==> src/rtl/tcdm_stream_pkg.sv <==
// tcdm_stream_pkg: shared FSM state and TCDM protocol constants
package tcdm_stream_pkg;
  typedef enum logic [1:0] {IDLE, ISSUE, DRAIN} state_t;
  localparam logic OPC_READ = 1'b0;
  localparam logic OPC_WRITE = 1'b1;
  localparam logic [3:0] BE_FULL = 4'hF;
endpackage

==> src/rtl/tcdm_stream_fifo.sv <==
// tcdm_stream_fifo: synchronous read-data FIFO with occupancy count
module tcdm_stream_fifo #(
  parameter int DEPTH = 4,
  parameter int W = 32
) (
  input  logic                     clk,
  input  logic                     rst,
  input  logic                     push,
  input  logic [W-1:0]             wdata,
  input  logic                     pop,
  output logic [W-1:0]             rdata,
  output logic                     empty,
  output logic [$clog2(DEPTH):0]   count
);
  localparam int AW = $clog2(DEPTH);
  logic [W-1:0] mem [DEPTH];
  logic [AW-1:0] wp, rp;
  assign empty = count == '0;
  assign rdata = empty ? '0 : mem[rp];
  always_ff @(posedge clk) begin
    if (push) mem[wp] <= wdata;
  end
  always_ff @(posedge clk) begin
    if (rst) begin
      wp <= '0;
      rp <= '0;
      count <= '0;
    end else begin
      assert (!(push && !pop && count == (AW+1)'(DEPTH)));
      if (push) wp <= wp + 1'b1;
      if (pop) rp <= rp + 1'b1;
      count <= count + (AW+1)'(push) - (AW+1)'(pop);
    end
  end
endmodule

==> src/rtl/tcdm_stream_reader.sv <==
// tcdm_stream_reader: strided TCDM read initiator feeding a credit-controlled valid/ready stream
module tcdm_stream_reader
  import tcdm_stream_pkg::*;
#(
  parameter int         FIFO_DEPTH = 4,
  parameter logic [1:0] SRC_ID     = 2'b00,
  parameter int         CNT_W      = 16
) (
  input  logic             clk,
  input  logic             rst,
  input  logic             start,
  input  logic [31:0]      base_addr,
  input  logic [CNT_W-1:0] n_words,
  input  logic [CNT_W-1:0] stride,
  output logic             busy,
  output logic             done,
  output logic             err,
  output logic             tcdm_req,
  output logic [29:0]      tcdm_add,
  output logic [3:0]       tcdm_be,
  output logic             tcdm_opc,
  output logic [31:0]      tcdm_wdata,
  output logic [1:0]       tcdm_src_o,
  input  logic             tcdm_gnt,
  input  logic [31:0]      tcdm_rdata,
  input  logic [7:0]       tcdm_err,
  input  logic             tcdm_valid,
  input  logic [1:0]       tcdm_src_i,
  output logic [31:0]      out_data,
  output logic             out_valid,
  input  logic             out_ready
);
  localparam int CW = $clog2(FIFO_DEPTH) + 1;
  state_t state, state_n;
  logic [31:0] addr;
  logic [CNT_W-1:0] stride_q, n_q, k;
  logic [CW-1:0] outstanding, out_n, fifo_count, cnt_n;
  logic fire, resp, pop, empty, last, accept;
  assign tcdm_be = BE_FULL;
  assign tcdm_opc = OPC_READ;
  assign tcdm_wdata = '0;
  assign tcdm_src_o = SRC_ID;
  assign tcdm_add = addr[31:2];
  assign busy = state != IDLE;
  assign out_valid = !empty;
  assign fire = tcdm_req & tcdm_gnt;
  assign resp = tcdm_valid & (state != IDLE);
  assign pop = out_valid & out_ready;
  assign accept = start & (state == IDLE) & !done;
  assign last = fire & (k == n_q - 1'b1);
  assign out_n = outstanding + CW'(fire) - CW'(resp);
  assign cnt_n = fifo_count + CW'(resp) - CW'(pop);
  always_comb state_n = accept ? (n_words == '0 ? IDLE : ISSUE) :
                        (state == ISSUE && last) ? DRAIN :
                        (state == DRAIN && out_n == '0 && cnt_n == '0) ? IDLE : state;
  always_ff @(posedge clk) begin
    if (rst) begin
      state <= IDLE;
      addr <= '0;
      stride_q <= '0;
      n_q <= '0;
      k <= '0;
      outstanding <= '0;
      tcdm_req <= 1'b0;
      done <= 1'b0;
      err <= 1'b0;
    end else begin
      state <= state_n;
      outstanding <= out_n;
      tcdm_req <= state_n == ISSUE && ({1'b0, out_n} + {1'b0, cnt_n}) < (CW+1)'(FIFO_DEPTH);
      done <= (accept && n_words == '0) || (state == DRAIN && state_n == IDLE);
      if (accept) begin
        addr <= base_addr & 32'hFFFF_FFFC;
        stride_q <= stride;
        n_q <= n_words;
        k <= '0;
        err <= 1'b0;
      end else begin
        if (fire) begin
          addr <= addr + 32'(stride_q);
          k <= k + 1'b1;
        end
        if (resp && (tcdm_err != '0 || tcdm_src_i != SRC_ID)) err <= 1'b1;
      end
    end
  end
  tcdm_stream_fifo #(.DEPTH(FIFO_DEPTH), .W(32)) u_fifo (
    .clk  (clk),
    .rst  (rst),
    .push (resp),
    .wdata(tcdm_rdata),
    .pop  (pop),
    .rdata(out_data),
    .empty(empty),
    .count(fifo_count)
  );
endmodule

==> config.mk <==
export PLATFORM = sky130hd
export DESIGN_NAME = tcdm_stream_reader
export DESIGN_NICKNAME = d
export VERILOG_FILES = /design/src/rtl/tcdm_stream_pkg.sv /design/src/rtl/tcdm_stream_fifo.sv /design/src/rtl/tcdm_stream_reader.sv
export SDC_FILE = /design/constraint.sdc
export NUM_CORES = 1
export LEC_CHECK = 0
export CORE_MARGIN = 2
export CORE_UTILIZATION = 52
export CTS_CLUSTER_DIAMETER = 150
export DETAILED_ROUTE_END_ITERATION = 10
export PLACE_DENSITY = 0.86
export SETUP_SLACK_MARGIN = 0.5
export SLEW_MARGIN = 20
export SYNTH_ARGS = -nofsm -noshare
export SYNTH_HDL_FRONTEND = slang
export SYNTH_SLANG_ARGS = --single-unit
==> constraint.sdc <==
create_clock -name clk -period 4.4 [get_ports clk]
set_input_delay 0.66 -clock clk [delete_from_list [all_inputs] [get_ports clk]]
set_output_delay 0.66 -clock clk [all_outputs]
set_load 0.005 [all_outputs]
Yosys cells after proc, flatten, opt, wreduce, memory -nomap -nowiden
Memories as Yosys holds them, arrays and structs flattened. A register that Yosys moved wholly into a read port is not among the register bits.
Cells that the tools add are included.
{"block": "classes", "magnitude_cmp": 1, "mux": 11, "n_eq_ne": 4, "n_reduce_logical": 22, "n_bitwise": 6, "n_addsub": 10}
{"cell": "$mux 32", "n": 3}
{"cell": "$add 32x16->32", "n": 1}
{"cell": "$add 16x1->16 const B", "n": 1}
{"cell": "$eq 16x16->1", "n": 1}
{"cell": "$logic_not 16->1", "n": 1}
{"cell": "$sub 16x1->16 const B", "n": 1}
{"cell": "$mux 2", "n": 5}
{"cell": "$logic_not 3->1", "n": 3}
{"cell": "$reduce_bool 8->1", "n": 1}
{"cell": "$logic_and 1x1->1", "n": 7}
{"cell": "$add 3x1->3", "n": 2}
{"cell": "$and 1x1->1", "n": 6}
{"cell": "$reduce_bool 2->1", "n": 3}
{"cell": "$sub 3x1->3", "n": 2}
{"cell": "$add 2x1->2 const B", "n": 2}
{"cell": "$add 3x3->4", "n": 1}
{"cell": "$eq 2x1->1 const B", "n": 2}
{"cell": "$logic_not 2->1", "n": 2}
{"cell": "$lt 4x3->1 const B", "n": 1}
{"cell": "$mux 1", "n": 3}
{"cell": "$eq 2x2->1 const B", "n": 1}
{"cell": "$logic_not 1->1", "n": 2}
{"cell": "$logic_or 1x1->1", "n": 2}
{"cell": "$reduce_or 2->1", "n": 1}
{"block": "word_totals", "register_bits": 95, "out_inout_bits": 106, "mem_count": 1, "mem_bits_rw": 128, "elab_cells": 68}
{"name": "u_fifo.mem", "depth": 4, "width": 32, "read_ports": 1, "rd_ports_with_merged_regs": 1, "write_ports": 1, "line_no": "tcdm_stream_fifo.sv:16", "rtl": "logic [W-1:0] mem [DEPTH];"}

Depth between registers and ports, before layout
{"block": "depth", "word_depth": 12, "ltp_mapped": 16, "depth_no_buf": 14}

By module
A second synthesis with hierarchy kept.
{"block": "unflattened", "cells_unflattened": 1000, "area_unflattened_um2": 11158.2}
{"mod": "tcdm_stream_reader", "n_inst": 1, "cells_per_inst": 756, "area_per_inst_um2": 5850.6}
{"mod": "tcdm_stream_fifo", "n_inst": 1, "cells_per_inst": 244, "area_per_inst_um2": 5307.6}

Worst setup path after synthesis
No wires, ideal clock.
{"block": "synth_timing", "path_kind": "input -> register", "startpoint": "input port tcdm_gnt", "endpoint": "register state[1]", "stages": 15, "setup_time_ps": 128, "path_slack_ps": 925, "n_path_buf": 2, "arrival_time_ps": 3348, "required_time_ps": 4272, "path_cell_list": "and2_1 > clkbuf_1 > inv_2 > buf_1 > ha_1 > inv_1 > ha_1 > inv_1 > fa_1 > inv_1 > or4_1 > nor4_1 > nand2b_1 > o31a_1 > nor2_1"}
{"block": "synth_between", "elab_chain_len": 9, "word_cells_on_any_way": 11, "classes_between": "add/sub: 2; mux: 3; bitwise: 2; reduce/logical: 4"}
{"item": "start: declaration", "line_no": "tcdm_stream_reader.sv:24", "rtl": "input logic tcdm_gnt,"}
{"item": "$and 1x1->1", "line_no": "tcdm_stream_reader.sv:46", "rtl": "assign fire = tcdm_req & tcdm_gnt;"}
{"item": "$add 3x1->3", "line_no": "tcdm_stream_reader.sv:51", "rtl": "assign out_n = outstanding + CW'(fire) - CW'(resp);"}
{"item": "$sub 3x1->3", "line_no": "tcdm_stream_reader.sv:51"}
{"item": "via out_n[1]", "line_no": "tcdm_stream_reader.sv:37", "rtl": "logic [CW-1:0] outstanding, out_n, fifo_count, cnt_n;"}
{"item": "$logic_not 3->1", "line_no": "tcdm_stream_reader.sv:55", "rtl": "(state == DRAIN && out_n == '0 && cnt_n == '0) ? IDLE : state;"}
{"item": "$logic_and 1x1->1 (2 in a row)", "line_no": "tcdm_stream_reader.sv:55"}
{"item": "$mux 2", "line_no": "tcdm_stream_reader.sv:55"}
{"item": "$mux 2", "line_no": "tcdm_stream_reader.sv:54", "rtl": "(state == ISSUE && last) ? DRAIN :"}
{"item": "$mux 2", "line_no": "tcdm_stream_reader.sv:53", "rtl": "always_comb state_n = accept ? (n_words == '0 ? IDLE : ISSUE) :"}
{"item": "end signal: assignment", "line_no": "tcdm_stream_reader.sv:68", "rtl": "state <= state_n;"}
{"item": "end: declaration", "line_no": "tcdm_stream_reader.sv:34", "rtl": "state_t state, state_n;"}
The timed path passes the listed nets, and every way through them passes these cells.
A chain may end at the register's enable or synchronous reset.

Worst setup path in the final report
{"block": "layout_timing", "startpoint": "register u_fifo.count[1]", "endpoint": "register state[1]"}
{"block": "layout_between", "elab_chain_len": 9, "word_cells_on_any_way": 10, "classes_between": "add/sub: 2; mux: 3; bitwise: 1; reduce/logical: 4"}
{"item": "start: declaration", "line_no": "tcdm_stream_fifo.sv:13", "rtl": "output logic [$clog2(DEPTH):0] count"}
{"item": "start signal: assignment", "line_no": "tcdm_stream_fifo.sv:32", "rtl": "count <= count + (AW+1)'(push) - (AW+1)'(pop);"}
{"item": "$logic_not 3->1", "line_no": "tcdm_stream_fifo.sv:18", "rtl": "assign empty = count == '0;"}
{"item": "$logic_not 1->1", "line_no": "tcdm_stream_reader.sv:45", "rtl": "assign out_valid = !empty;"}
{"item": "$and 1x1->1", "line_no": "tcdm_stream_reader.sv:48", "rtl": "assign pop = out_valid & out_ready;"}
{"item": "via pop", "line_no": "tcdm_stream_reader.sv:38", "rtl": "logic fire, resp, pop, empty, last, accept;"}
{"item": "$sub 3x1->3", "line_no": "tcdm_stream_reader.sv:52", "rtl": "assign cnt_n = fifo_count + CW'(resp) - CW'(pop);"}
{"item": "via cnt_n[1]", "line_no": "tcdm_stream_reader.sv:37"}
{"item": "$logic_not 3->1", "line_no": "tcdm_stream_reader.sv:55"}
{"item": "$logic_and 1x1->1", "line_no": "tcdm_stream_reader.sv:55"}
{"item": "$mux 2", "line_no": "tcdm_stream_reader.sv:55"}
{"item": "$mux 2", "line_no": "tcdm_stream_reader.sv:54"}
{"item": "$mux 2", "line_no": "tcdm_stream_reader.sv:53"}
The timed path passes the listed nets, and every way through them passes these cells.

==> impl_metrics.tcl <==
set metrics [dict create \
    status "completed" \
    cp_top_family "simple AND/OR/NAND/NOR gates" \
    hold_depth 2 \
    drc_errors 0 \
    synth_enable_flop_cells 128 \
    die_area_um2 22300 \
    holdWs_ns 0.461 \
    reg2reg_from "u_fifo.count[1]$_SDFF_PP0_" \
    slowest_delay_ns 0.51 \
    setup_viol 0 \
    crit_chain "or3_1, buf_4, and2_1, ha_1, inv_1, ha_1, inv_1, fa_1, inv_1, or4_1, nor4_1, nand2b_1, o31a_1, nor2_1" \
    fin_area_um2 13400 \
    grt_usage_pct 20.8 \
    grt_max_degree 46 \
    cts_buffers 23 \
    timing.rr.end "state[1]$_SDFF_PP0_" \
    rsz0062_at_grt "no" \
    critPathCaptureType "flip-flop" \
    viasPerCell 5.42 \
    final_common_cell "clkdlybuf4s50_1" \
    post_cts_buffers 0 \
    setup_tns_ns 0 \
    n_fill_cell 1665 \
    seq_area_frac_synth_pct 52.6 \
    finalCritPeriodShare_pct 79.5 \
    placementRows 53 \
    drt_iter0_markers 414 \
    grt_first_pass_wirelength_mm 37.1 \
    ys.flop_type "edfxtp_1" \
    clock-sinks 225 \
    worstPathArrival_ns 3.86 \
    hold_viol_final 0 \
    clockBufferDepth 3 \
    antenna_found_initial 2 \
    tightestPinTransition_ns 1.03 \
    place_congestion 0.869 \
    grt_pass1_vias 7478 \
    ys_ff_latch 225 \
    post-route-util_pct 64.0 \
    fp.dieH_um 149 \
    maxCapViolations 0 \
    worstHoldStart "stride_q[6]$_SDFFE_PP0P_" \
    post_drt_wl_per_cell_um 16.5 \
    required_ns 4.76 \
    dp_cells 1372 \
    placed_area_um2 12600 \
    areaGrowthSynthToFinish_pct 21.5 \
    cts_root_buf "clkbuf_16" \
    fin_cells 1412 \
    critical_path.max_fanout 34 \
    crit_type "reg -> reg" \
    p_leak_nw 4.76 \
    cts_tree "done" \
    irDropWorstVdd_mv 0.237 \
    syn_avg_cell_area_um2 11.2 \
    clk_latency_ns 0.50 \
    relSlewSlack_pct 30.8 \
    crit_slowest_cell "fa_1" \
    antenna_left 0 \
    hpwl_mm 16.3 \
    die_x_um 149 \
    rrSetupSlack_ns 0.90 \
    nets 1265 \
    diodes 0 \
    crit_buf_inv 4 \
    drive_above_1_share_pct 9.15 \
    syn_area_um2 11000 \
    ctsHoldBuffers 0 \
    synth_cell_type_count 73 \
    initial_utilization_pct 52.7 \
    htree_levels 1 \
    worstHoldEndpoint "stride_q[6]$_SDFFE_PP0P_" \
    fmax_mhz 286 \
    synth-async-reset-ratio_pct 0 \
    wl_mm 23.4 \
    skew_ns 0.0165 \
    core_um2 20900 \
    clk_pin_slew_ns 0.06 \
    postSynthCellCount 984 \
    drt_first_pass_iters 5 \
    ff2ff_path_depth 14 \
    layout_common_cells "clkdlybuf4s50_1 (175), edfxtp_1 (128), nand2_1 (112)" \
    cp-start-kind "flip-flop" \
    cts_resized 0 \
    power_density_nw_per_um2 430 \
    port_buffers 176 \
    top_level_ports 218 \
    period_minus_slack_ns 3.50 \
    cpMostUsedCell "inv_1" \
    yosysWarnings 0 \
    vias 7656 \
    min_path_type "reg -> reg" \
    drv_slew 0 \
    gr-total-overflow 0 \
]
==> metal layers <==
layer  vias up  share of wire (%)  track usage, %  wire [um]
li1       3729                  -               -          -
met5         -              0.098               0         23
met2       229                 50            36.2      11600
met3        44                6.8            4.85       1590
met4         4                2.0            5.62        461
met1      3650                 42            26.1       9690
==> where the power goes <==
part / total, mW / switching, mW / internal, mW
Clock: 1.82 / 0.793 / 1.03
Sequential: 2.41 / 0.0898 / 2.32
Combinational: 1.52 / 0.655 / 0.863
==> how the worst max path moves through the flow <==
| stage | from | to | cells past startpoint |
|---|---|---|---|
| 2_1_floorplan | tcdm_gnt | state[1]$_SDFF_PP0_ | 15 |
| 5_1_grt | u_fifo.count[1]$_SDFF_PP0_ | state[1]$_SDFF_PP0_ | 14 |
| 6_report | u_fifo.count[1]$_SDFF_PP0_ | state[1]$_SDFF_PP0_ | 14 |
| 3_3_place_gp | tcdm_valid | state[1]$_SDFF_PP0_ | 13 |
| 3_5_place_dp | tcdm_valid | state[1]$_SDFF_PP0_ | 13 |
| 4_1_cts | u_fifo.count[1]$_SDFF_PP0_ | state[1]$_SDFF_PP0_ | 14 |
==> stage by stage <==
step	setup slack, ns	power [mW]
3_3_place_gp	0.636	3.94
4_1_cts	0.865	5.81
2_1_floorplan	0.925	3.36
6_report	0.903	5.75
3_5_place_dp	0.579	3.98
5_1_grt	0.684	6.05
==> registers in the layout (all words and copies together) (netlist names), 3 cells and up, named ones only <==
signal and cells:
u_fifo.count 3, addr 32, k 16, u_fifo.mem 128, outstanding 3, n_q 16
stride_q 16
==> cell families (layout without fill, tap and decap cells) <==
| family | after synthesis | in the layout | synth area share [%] |
|---|---|---|---|
| AO/OA/AOI/OAI | 152 | 152 | 9.27 |
| AND/OR/NAND/NOR | 344 | 344 | 15.5 |
| flip-flops | 225 | 225 | 52.6 |
| adder cells (fa/ha/maj) | 31 | 31 | 3.73 |
| XOR/XNOR | 62 | 62 | 4.94 |
| other | 2 | 39 | 0.0683 |
| buffers and inverters | 133 | 249 | 7.07 |
| multiplexers | 35 | 35 | 6.83 |
==> synthesized netlist by cell type, types with 5 or more instances <==
library cell | n | area [um^2]
edfxtp_1 | 128 | 3840
nand2_1 | 112 | 420
dfxtp_1 | 97 | 1940
nor2_1 | 81 | 304
buf_4 | 70 | 526
a21oi_1 | 62 | 310
and2_1 | 40 | 250
clkbuf_1 | 34 | 128
mux4_2 | 32 | 721
xnor2_1 | 31 | 272
xor2_1 | 31 | 272
ha_1 | 28 | 350
and3_1 | 20 | 125
a211oi_1 | 18 | 135
inv_1 | 17 | 63.8
nor3_1 | 17 | 85.1
nand3_1 | 15 | 75.1
o21ai_0 | 13 | 65.1
nor4_1 | 11 | 68.8
a311oi_1 | 8 | 70.1
nand4_1 | 8 | 50.1
o211ai_1 | 8 | 60.1
or3_1 | 8 | 50.1
buf_2 | 7 | 35.0
nor2b_1 | 7 | 43.8
o21a_1 | 6 | 45.0
a31oi_1 | 5 | 31.3
==> final cells by class <==
cell class	instances	area (um^2)	share of cell area [%]
Tap cell	275	344	2.57
Multi-Input combinational cell	663	4580	34.3
Sequential cell	225	5790	43.3
Inverter	18	67.6	0.506
Clock buffer	25	583	4.36
Clock inverter	15	130	0.974
Timing Repair Buffer	191	1870	14.0
==> worst register-to-register path, stage by stage, from the launching register on <==
cell and delay (ns):
dfxtp_1 0.34, or3_1 0.37, buf_4 0.24, and2_1 0.24, ha_1 0.28, inv_1 0.06
ha_1 0.14, inv_1 0.05, fa_1 0.51, inv_1 0.07, or4_1 0.50, nor4_1 0.24
nand2b_1 0.17, o31a_1 0.13, nor2_1 0.03
Note: power is estimated with default switching activity, not from simulation.
